[src/rtl/sel_decoder_seq.sv]
// Registered SEL_W-to-2^SEL_W one-hot decoder with valid/ready intake, level-hold and timed-pulse modes.
// Optional per-line saturating hit counters are built only when DECODER_HIT_CNT_EN is defined.
module sel_decoder_seq #(
  parameter  int SEL_W     = 2,
  parameter  int PULSE_LEN = 3,
  parameter  int CNT_W     = 8,
  localparam int OUT_W     = 2 ** SEL_W
) (
  input  logic                   clk,
  input  logic                   rst_n,
  input  logic                   in_valid,
  output logic                   in_ready,
  input  logic [SEL_W-1:0]       sel,
  input  logic                   en,
  input  logic                   mode,
  output logic [OUT_W-1:0]       out,
  output logic                   done,
  output logic [OUT_W*CNT_W-1:0] hit_cnt
);

  localparam int PCNT_W = (PULSE_LEN > 1) ? $clog2(PULSE_LEN) : 1;
  localparam logic [PCNT_W-1:0] PULSE_LOAD = PCNT_W'(PULSE_LEN - 1);

  typedef enum logic [1:0] {
    S_IDLE  = 2'd0,
    S_HOLD  = 2'd1,
    S_PULSE = 2'd2
  } state_t;

  state_t              r_state;
  logic [OUT_W-1:0]    r_out;
  logic                r_done;
  logic [PCNT_W-1:0]   r_pcnt;

  state_t              w_state_nxt;
  logic [OUT_W-1:0]    w_out_nxt;
  logic                w_done_nxt;
  logic [PCNT_W-1:0]   w_pcnt_nxt;
  logic                w_accept;
  logic [OUT_W-1:0]    w_onehot;

  // A pulse in flight blocks intake; IDLE and HOLD always accept.
  assign in_ready = (r_state != S_PULSE);
  assign w_accept = in_valid & in_ready;
  assign w_onehot = OUT_W'(1) << sel;

  always_comb begin
    // NOTE: every output of this block gets a default first so no path leaves it unassigned, which would infer a latch.
    w_state_nxt = r_state;
    w_out_nxt   = r_out;
    w_done_nxt  = 1'b0;
    w_pcnt_nxt  = r_pcnt;

    case (r_state)
      S_PULSE: begin
        if (r_pcnt == '0) begin
          w_state_nxt = S_IDLE;
          w_out_nxt   = '0;
        end else begin
          w_pcnt_nxt = r_pcnt - PCNT_W'(1);
          // done lands on the final high cycle, i.e. when the counter reaches zero.
          w_done_nxt = (r_pcnt == PCNT_W'(1));
        end
      end
      default: begin
        if (w_accept) begin
          if (!en) begin
            w_state_nxt = S_IDLE;
            w_out_nxt   = '0;
            w_done_nxt  = 1'b1;
          end else if (!mode) begin
            w_state_nxt = S_HOLD;
            w_out_nxt   = w_onehot;
            w_done_nxt  = 1'b1;
          end else begin
            w_state_nxt = S_PULSE;
            w_out_nxt   = w_onehot;
            w_pcnt_nxt  = PULSE_LOAD;
            w_done_nxt  = (PULSE_LEN == 1);
          end
        end
      end
    endcase
  end

  // NOTE: sequential state uses non-blocking assignments so every register samples pre-edge values.
  always_ff @(posedge clk or negedge rst_n) begin
    if (!rst_n) begin
      r_state <= S_IDLE;
      r_out   <= '0;
      r_done  <= 1'b0;
      r_pcnt  <= '0;
    end else begin
      r_state <= w_state_nxt;
      r_out   <= w_out_nxt;
      r_done  <= w_done_nxt;
      r_pcnt  <= w_pcnt_nxt;
    end
  end

  assign out  = r_out;
  assign done = r_done;

`ifdef DECODER_HIT_CNT_EN
  for (genvar k = 0; k < OUT_W; k++) begin : g_hit
    logic [CNT_W-1:0] r_hit;
    logic             w_hit_inc;

    assign w_hit_inc = w_accept & en & (sel == SEL_W'(k));

    // NOTE: the counters form a small register file that must read zero after reset, so each one is reset explicitly.
    always_ff @(posedge clk or negedge rst_n) begin
      if (!rst_n) begin
        r_hit <= '0;
      end else if (w_hit_inc && (r_hit != '1)) begin
        r_hit <= r_hit + CNT_W'(1);
      end
    end

    assign hit_cnt[k*CNT_W +: CNT_W] = r_hit;
  end
`else
  assign hit_cnt = '0;
`endif

  // Structural invariants of the decode: zero in IDLE, exactly one line otherwise.
  a_idle_zero : assert property (@(posedge clk) disable iff (!rst_n)
    (r_state == S_IDLE) |-> (r_out == '0));
  a_busy_onehot : assert property (@(posedge clk) disable iff (!rst_n)
    (r_state != S_IDLE) |-> $onehot(r_out));

endmodule

[config.mk]
export PLATFORM = sky130hd
export DESIGN_NAME = sel_decoder_seq
export DESIGN_NICKNAME = d
export VERILOG_FILES = /design/src/rtl/sel_decoder_seq.sv
export SDC_FILE = /design/constraint.sdc
export NUM_CORES = 1
export LEC_CHECK = 0
export CAP_MARGIN = 10
export CORE_ASPECT_RATIO = 0.9
export CORE_MARGIN = 4
export CORE_UTILIZATION = 38
export DETAILED_ROUTE_END_ITERATION = 7
export PLACE_DENSITY = 0.89
export SLEW_MARGIN = 25
export SYNTH_ARGS = -nofsm -noshare
export SYNTH_HDL_FRONTEND = slang
export SYNTH_SLANG_ARGS = --single-unit
[constraint.sdc]
create_clock -name clk -period 1.9 [get_ports clk]
set_input_delay 0.285 -clock clk [delete_from_list [all_inputs] [get_ports clk]]
set_output_delay 0.285 -clock clk [all_outputs]
set_load 0.005 [all_outputs]
# After elaboration in Yosys (flattened, before gate mapping)
# Index checks and enable logic that the tools add are counted.
[op_classes] add_sub_neg=1 eq_ne=5 shifts=1 n_mux=19 bitwise_logic=1 reduce_logical=6
[ops] cell="two-way mux 2 bit" count=10
[ops] cell="two-way mux 4 bit" count=4
[ops] cell="inequality test 2 bit, second input constant" count=3
[ops] cell="nonzero test 2 bit" count=3
[ops] cell="two-way mux 1 bit" count=5
[ops] cell="AND reduction 4 bit" count=1
[ops] cell="left shift 1 x 2 -> 4 bit, first input constant" count=1
[ops] cell="== test 2 x 1 -> 1 bit, second input constant" count=1
[ops] cell="== test 2 bit, second input constant" count=1
[ops] cell="zero test 2 bit" count=1
[ops] cell="AND reduction 2 bit" count=1
[ops] cell="subtractor 2 x 1 -> 2 bit, second input constant" count=1
[ops] cell="bitwise AND 1 bit" count=1
[word_totals] ff_bits=9 input_bits=7 output_inout_bits=38 wordCells=37

# Longest topological paths before layout
# Gate-level depths: netlist (run 1).
[depth] ltp_word=4 depth_mapped=5 mapped_depth_nobuf=5

# Worst setup path after synthesis (run 1)
# OpenSTA, ideal clock, no wires.
[synth_timing] kind="reg-to-reg" startpoint="reg r_pcnt[0]" endpoint="reg r_out[0] (netlist: out[0])" setup_time_ps=121 t_arrival_ps=1107 required_ps=1779 setup_slack_ps=672 stages_incl_launch_ff=6 path_buffers=0 synth_period_minus_slack_ps=1228 path_cell_list="dfrtp_1 inv_1 ha_1 and3b_2 a21oi_4 a22o_1"
[synth_between] elab_chain_len=3
[synth_lines] element="start: declaration" line="33" rtl="logic [PCNT_W-1:0] r_pcnt;"
[synth_lines] element="start signal: assignment" line="97" rtl="r_pcnt <= w_pcnt_nxt;"
[synth_lines] element="zero test 2 bit" line="56" rtl="if (r_pcnt == '0) begin"
[synth_lines] element="inequality test 2 bit (no line)"
[synth_lines] element="AND reduction 2 bit (no line)"
[synth_lines] element="end signal: assignment" line="95" rtl="r_out <= w_out_nxt;"
[synth_lines] element="end: declaration" line="31" rtl="logic [OUT_W-1:0] r_out;"
# No other way between the ends.
# A chain may end at the register's enable or synchronous reset.

# Worst setup path after layout (run 1)
[layout_timing] startpoint="reg r_state[1]" endpoint="out in_ready"
[layout_between] elab_chain_len=1
[layout_lines] element="start: declaration" line="30" rtl="state_t r_state;"
[layout_lines] element="start signal: assignment" line="94" rtl="r_state <= w_state_nxt;"
[layout_lines] element="inequality test 2 bit" line="43" rtl="assign in_ready = (r_state != S_PULSE);"
[layout_lines] element="end: declaration" line="12" rtl="output logic in_ready,"
# No other way between the ends.

==> results of run 1 <==
==> worst reg2reg max path, cell delays in order (launching register included) <==
cell	delay (ps)
dfrtp_1	390
inv_1	100
ha_1	180
and3b_2	250
a21oi_4	60
a32o_2	240
==> cell usage in the layout (no fill, tap or decap), types with 2 or more instances in the layout <==
cell type        count
ha_1                 2
nor2_1               2
conb_1              32
inv_1                4
dfrtp_1              9
clkdlybuf4s50_1     12
a22o_1               2
clkbuf_4             3
a21oi_1              2
==> final timing paths <==
check	start	slack, ps	end	cells after the start
max in group asynchronous	rst_n	1290	r_state[1]	1
max	r_state[1]	160	in_ready	3
min reg2reg	out[0]	510	out[0]	1
max reg2reg	r_pcnt[0]	560	out[3]	5
min	rst_n	320	r_pcnt[0]	1
min in group clk	out[0]	510	out[0]	1
==> logic make-up after synthesis <==
| family | share of synthesized area (%) |
|---|---|
| buffers and inverters | 37.0 |
| AO/OA/AOI/OAI | 16.3 |
| AND/OR/NAND/NOR | 8.93 |
| flip-flops | 32.1 |
| adder cells (fa/ha/maj) | 3.57 |
| multiplexers | 1.61 |
| other | 0.535 |
==> area by class of cell <==
class,count,area (µm²)
Sequential cell,9,225
Clock buffer,4,26.3
Multi-Input combinational cell,56,333
Fill cell,169,963
Tap cell,24,30.0
Timing Repair Buffer,12,120
Inverter,5,18.8
==> routing by layer <==
metal  vias up  track usage [%]
li1        202                -
met1       209             10.5
met2        30             15.1
met3         2             5.21
met4         0             2.98
met5         -                0
==> through the flow <==
| stage | instances | instance area [µm²] | utilization (%) |
|---|---|---|---|
| 4_1_cts | 110 | 753 | 43.9 |
| 3_5_place_dp | 106 | 727 | 42.3 |
| 2_1_floorplan | 102 | 817 | - |
| 5_1_grt | 110 | 753 | 43.9 |
| 3_3_place_gp | 106 | 727 | 42.3 |
| 6_report | 110 | 753 | 43.9 |
==> power by group through the flow <==
stage                     clock [mW]  combinational (mW)  sequential, mW
after floorplan                    0               0.267           0.287
after global placement             0               0.326           0.291
after detailed placement           0               0.342           0.297
after CTS                      0.147               0.342           0.293
after global routing           0.155               0.381           0.301
final                          0.145               0.340           0.294
==> flip-flops by register name, indices dropped and copies added, names as in the netlist <==
signal	flops
done	1
r_state	2
r_pcnt	2
out	4
==> synth_stat cells <==
master	instances
nand3_2	1
nand2_1	1
or3_1	1
a21oi_2	1
nor2b_4	1
nor2_1	2
and3b_2	1
a22o_1	2
a32o_1	1
a32o_2	1
a2bb2oi_2	1
nand2b_1	1
mux2_1	1
nor3_1	1
a221oi_1	1
ha_1	2
a21oi_1	2
dfrtp_1	9
a21oi_4	1
o21ai_2	1
inv_2	1
buf_4	32
inv_1	4
a21boi_1	1
conb_1	1
==> results by group, run 1 <==
Hold path
  • Hold Path Class: input pin to async pin

Power
  • Power Density: 1040 mW/mm²
  • Sequential share of power: a little under two fifths
  • P_sw: about 0.27 mW
  • Internal power: about 0.5 mW
  • Power consumption: roughly 0.8 mW
  • Clock Power Share: a little under a fifth
  • Sw frac: 35.0%
  • Pleak: 0.389 nW
  • Combinational power share: 43.7%
  • Max VDD drop: between 400 and 500 µV

Clock tree
  • CTS tree: yes
  • Root Buffer: clkbuf_4
  • Post-CTS Setup Inserts: 0
  • CTS Buffer Depth: 2
  • CTS resizes: 0
  • Quantity of hold-fixing buffers added after cts: 0
  • TritonCTS Buffers: 3
  • Clock Sinks: 9
  • Clock slew at reported path FFs: 60 ps
  • Clk_lat worst skew: 260 ps
  • H-tree levels: 1

GRT
  • Initial antenna violation count: 0
  • Pin count of the biggest net entering global routing: 10
  • First-pass GRT wire length: around 1800 µm
  • Total GRT Usage: 9.45%
  • Vias in the first global route: 388
  • Congestion Overflow GR: 0

Setup path
  • Worst path max stage delay: between 500 and 600 ps
  • Top delay family on crit path: buffers and inverters
  • Slowest CP cell: clkdlybuf4s50_1
  • Crit path buffers/inverters: 2
  • Arrival time worst endpoint: around 1500 ps
  • Startpoint Class: flop
  • Crit end category: output pin
  • Critical Path RT: ~1600 ps
  • CP cell instances: nor2b_4 -> inv_2 -> clkdlybuf4s50_1
  • Crit-path max FO: 6
  • Crit path kind: flop to output pin

Detailed routing
  • Top sig layer: met4
  • WL/cell: roughly 11 µm
  • Initial DRC Count: 5
  • # DRC: 0
  • Via count: roughly 440
  • Met3 WL: approximately 170 µm
  • Wl on met1: between 300 and 400 µm
  • Final WL: roughly 1200 µm
  • Antenna Nets Post-Route: 0
  • First drt pass iteration count: 4
  • Met2 Wirelength: roughly 600 µm
  • Vias per inst: a little over 4

Flow run
  • Max_cap viols: 0

Die
  • Core ar.: 0.00172 mm²
  • IO Count: 45
  • Die ar.: 0.00260 mm²
  • Starting Density: 40.8%
  • Chip width: ~53 µm
  • Die Ht: around 49 µm
  • Row count: 14

STA
  • Setup TNS: 0 ps
  • Final setup fails: 0
  • Final min period: 1740 ps
  • Final period utilization: 91.3%
  • Clock tree skew after final layout: around 5.3 ps
  • Hold WS: around 320 ps
  • Max Fclk: a little under 600 MHz
  • Final worst slack: 165 ps
  • Final max-slew violation count: 0
  • Final Hold Viols: 0
  • Unrepaired setup endpoints after global routing: false

Synth
  • Sequential fraction of the synthesis area: ~32%
  • Mapped Area: ~700 µm²
  • Syn Area/Cell: just under 10 µm²
  • Area contributors post-synth: buf_4 34%, dfrtp_1 32%, ha_1 3.6%, a22o_1 2.5%, a21oi_4 2.3%
  • Top cell type's share of synthesized area: between 30% and 40%
  • Yosys reg bits: 9
  • Synthesized instance count: 71
  • Ys Warns: 0
  • Synth area leader: buf_4
  • Yosys cell types: 25

Placement
  • IO Port Bufs: 12
  • Routability congestion estimate from global placement: 0.800
  • Hpwl dp: approximately 1100 µm
  • Worst slack, placed: 394 ps

Layout
  • Area Overhead vs Synth: 7.50%
  • Share of cells above drive strength 1: between 10% and 20%
  • Diode count: 0
  • Final #Nets: between 90 and 100

Status
  • Status: finished clean
Note: power is estimated with default switching activity, not from simulation.
==> run 2: changes to the inputs <==
--- a/config.mk
+++ b/config.mk
@@ -7,7 +7,7 @@
 export LEC_CHECK = 0
 export CAP_MARGIN = 10
 export CORE_ASPECT_RATIO = 0.9
-export CORE_MARGIN = 4
+export CORE_MARGIN = 2
 export CORE_UTILIZATION = 38
 export DETAILED_ROUTE_END_ITERATION = 7
 export PLACE_DENSITY = 0.89
==> run 2 against run 1 <==
Effect of this change:
- flip-flop and latch count did not move
- global-route usage rose by 1.0 points
- critical path type unchanged
- wire length fell by 9.9%
- combinational power fell by 2%
- clock-buffer cell count did not move
==> results by group, run 2 (same netlist as run 1, synthesis figures left out) <==
Status
  • Status: finished clean

Detailed routing
  • Final WL: 1060 µm (-9.9%)
  • First drt pass iteration count: 4 (unchanged)
  • WL/cell: 9.64 µm (-9.9%)
  • Vias per inst: 4.04 (+0.23%)
  • # DRC: 0 (unchanged)
  • Antenna Nets Post-Route: 0 (unchanged)
  • Via count: 444 (+0.23%)
  • Initial DRC Count: 4 (-1)

Layout
  • Area Overhead vs Synth: 7.50% (unchanged)
  • Share of cells above drive strength 1: 14.0% (unchanged)
  • Largest register FFs: 4 (unchanged)
  • Area occupied by multi-input gates: 333 µm² (unchanged)
  • Fillers: 179 (+5.9%)
  • Diode count: 0 (unchanged)
  • Most common cell after layout, fill and taps aside: conb_1
  • Register area: 225 µm² (unchanged)
  • Final core utilization: 44.3% (+0.45 points)
  • Most frequent cells in the layout: 32 x conb_1, 12 x clkdlybuf4s50_1, 9 x dfrtp_1
  • Design area: 753 µm² (unchanged)
  • Final #Nets: 96 (unchanged)

Clock tree
  • Clock Sinks: 9 (unchanged)
  • CTS resizes: 0 (unchanged)
  • Clock slew at reported path FFs: 60 ps (about the same)
  • Post-CTS Setup Inserts: 0 (unchanged)
  • TritonCTS Buffers: 3 (unchanged)
  • Root Buffer: clkbuf_4
  • H-tree levels: 1 (unchanged)
  • Clk_lat worst skew: 250 ps (about the same)
  • CTS Buffer Depth: 2 (unchanged)
  • CTS tree: yes
  • Quantity of hold-fixing buffers added after cts: 0 (unchanged)

Placement
  • Area after DPL: 727 µm² (unchanged)
  • IO Port Bufs: 12 (unchanged)
  • Routability congestion estimate from global placement: 0.849 (+6.0%)
  • Hpwl dp: 916 µm (-14%)

Flow run
  • Max_cap viols: 0 (unchanged)

Die
  • Chip width: 49.3 µm (-7.5%)
  • IO Count: 45 (unchanged)
  • Row count: 14 (unchanged)
  • Core ar.: 0.00170 mm² (-1.0%)
  • Die ar.: 0.00220 mm² (-15%)
  • Die Ht: 44.7 µm (-8.2%)
  • Starting Density: 41.2% (+0.42 points)

GRT
  • First-pass GRT wire length: 1650 µm (-8.7%)
  • Total GRT Usage: 10.5% (+1.0 points)
  • Initial antenna violation count: 0 (unchanged)
  • Vias in the first global route: 400 (+3.1%)
  • Congestion Overflow GR: 0 (unchanged)
  • Pin count of the biggest net entering global routing: 10 (unchanged)

Setup path
  • CP cell instances: nor2b_4 -> inv_2 -> clkdlybuf4s50_1
  • Crit path kind: flop to output pin
  • Top delay family on crit path: buffers and inverters
  • Slowest CP cell: clkdlybuf4s50_1
  • Critical Path RT: 1620 ps (about the same)
  • Arrival time worst endpoint: 1440 ps (about the same)
  • Worst reg2reg path startpoint: r_pcnt[0]
  • Crit path buffers/inverters: 2 (unchanged)
  • Startpoint Class: flop
  • Worst path max stage delay: 520 ps (about the same)
  • Setup crit start: r_state[1]
  • Crit-path max FO: 6 (unchanged)
  • Crit end category: output pin

Power
  • Max VDD drop: 415 µV (-14%)
  • Power Density: 1020 mW/mm² (-1.7%)
  • Pleak: 0.389 nW (unchanged)
  • Power consumption: 0.767 mW (-1.7%)

Hold path
  • Hold Path Class: input pin to async pin

STA
  • Final max-slew violation count: 0 (unchanged)
  • Final min period: 1720 ps (-13.9 ps)
  • Final setup fails: 0 (unchanged)
  • Max Fclk: 581 MHz (+0.81%)
  • Final Hold Viols: 0 (unchanged)
  • Unrepaired setup endpoints after global routing: false
  • Clock tree skew after final layout: 1.61 ps (-3.67 ps)
  • Final period utilization: 90.6% (-0.73 points)
  • Setup TNS: 0 ps (unchanged)
-- run 2: final cells by class --
class	instances	share of cell area (%)
inverter	5	2.49
timing repair buffer	12	15.9
clock buffer	4	3.49
tap	24	3.99
sequential	9	29.9
multi-input combinational	56	44.2
-- run 2: layer usage --
layer	vias to the layer above	share of wire [%]	track usage, %
li1	201	-	-
met1	216	34	9.62
met2	25	56	19.7
met3	2	7.4	1.99
met4	0	2.9	10.3
met5	-	0	0
-- run 2: metrics by stage --
stage	instances	hold WS, ps	setup WS (ps)
global placement	106	483	458
floorplan	102	-10.6	672
CTS	110	343	175
detailed placement	106	489	395
finish	110	323	179
global route	110	359	124
-- run 2: final timing paths --
check	to	slack, ps	cells past startpoint
hold / removal	r_pcnt[1]	320	1
hold reg to reg	out[1]	500	1
max in group asynchronous	r_state[0]	1300	1
min in group clk	out[1]	500	1
setup reg to reg	out[2]	550	5
setup / recovery	in_ready	180	3
-- run 2: power breakdown --
group | internal [mW] | total, mW | switching [mW]
clock network | 0.0806 | 0.143 | 0.0623
logic | 0.176 | 0.333 | 0.157
registers | 0.249 | 0.291 | 0.0414
total | 0.506 | 0.767 | 0.261
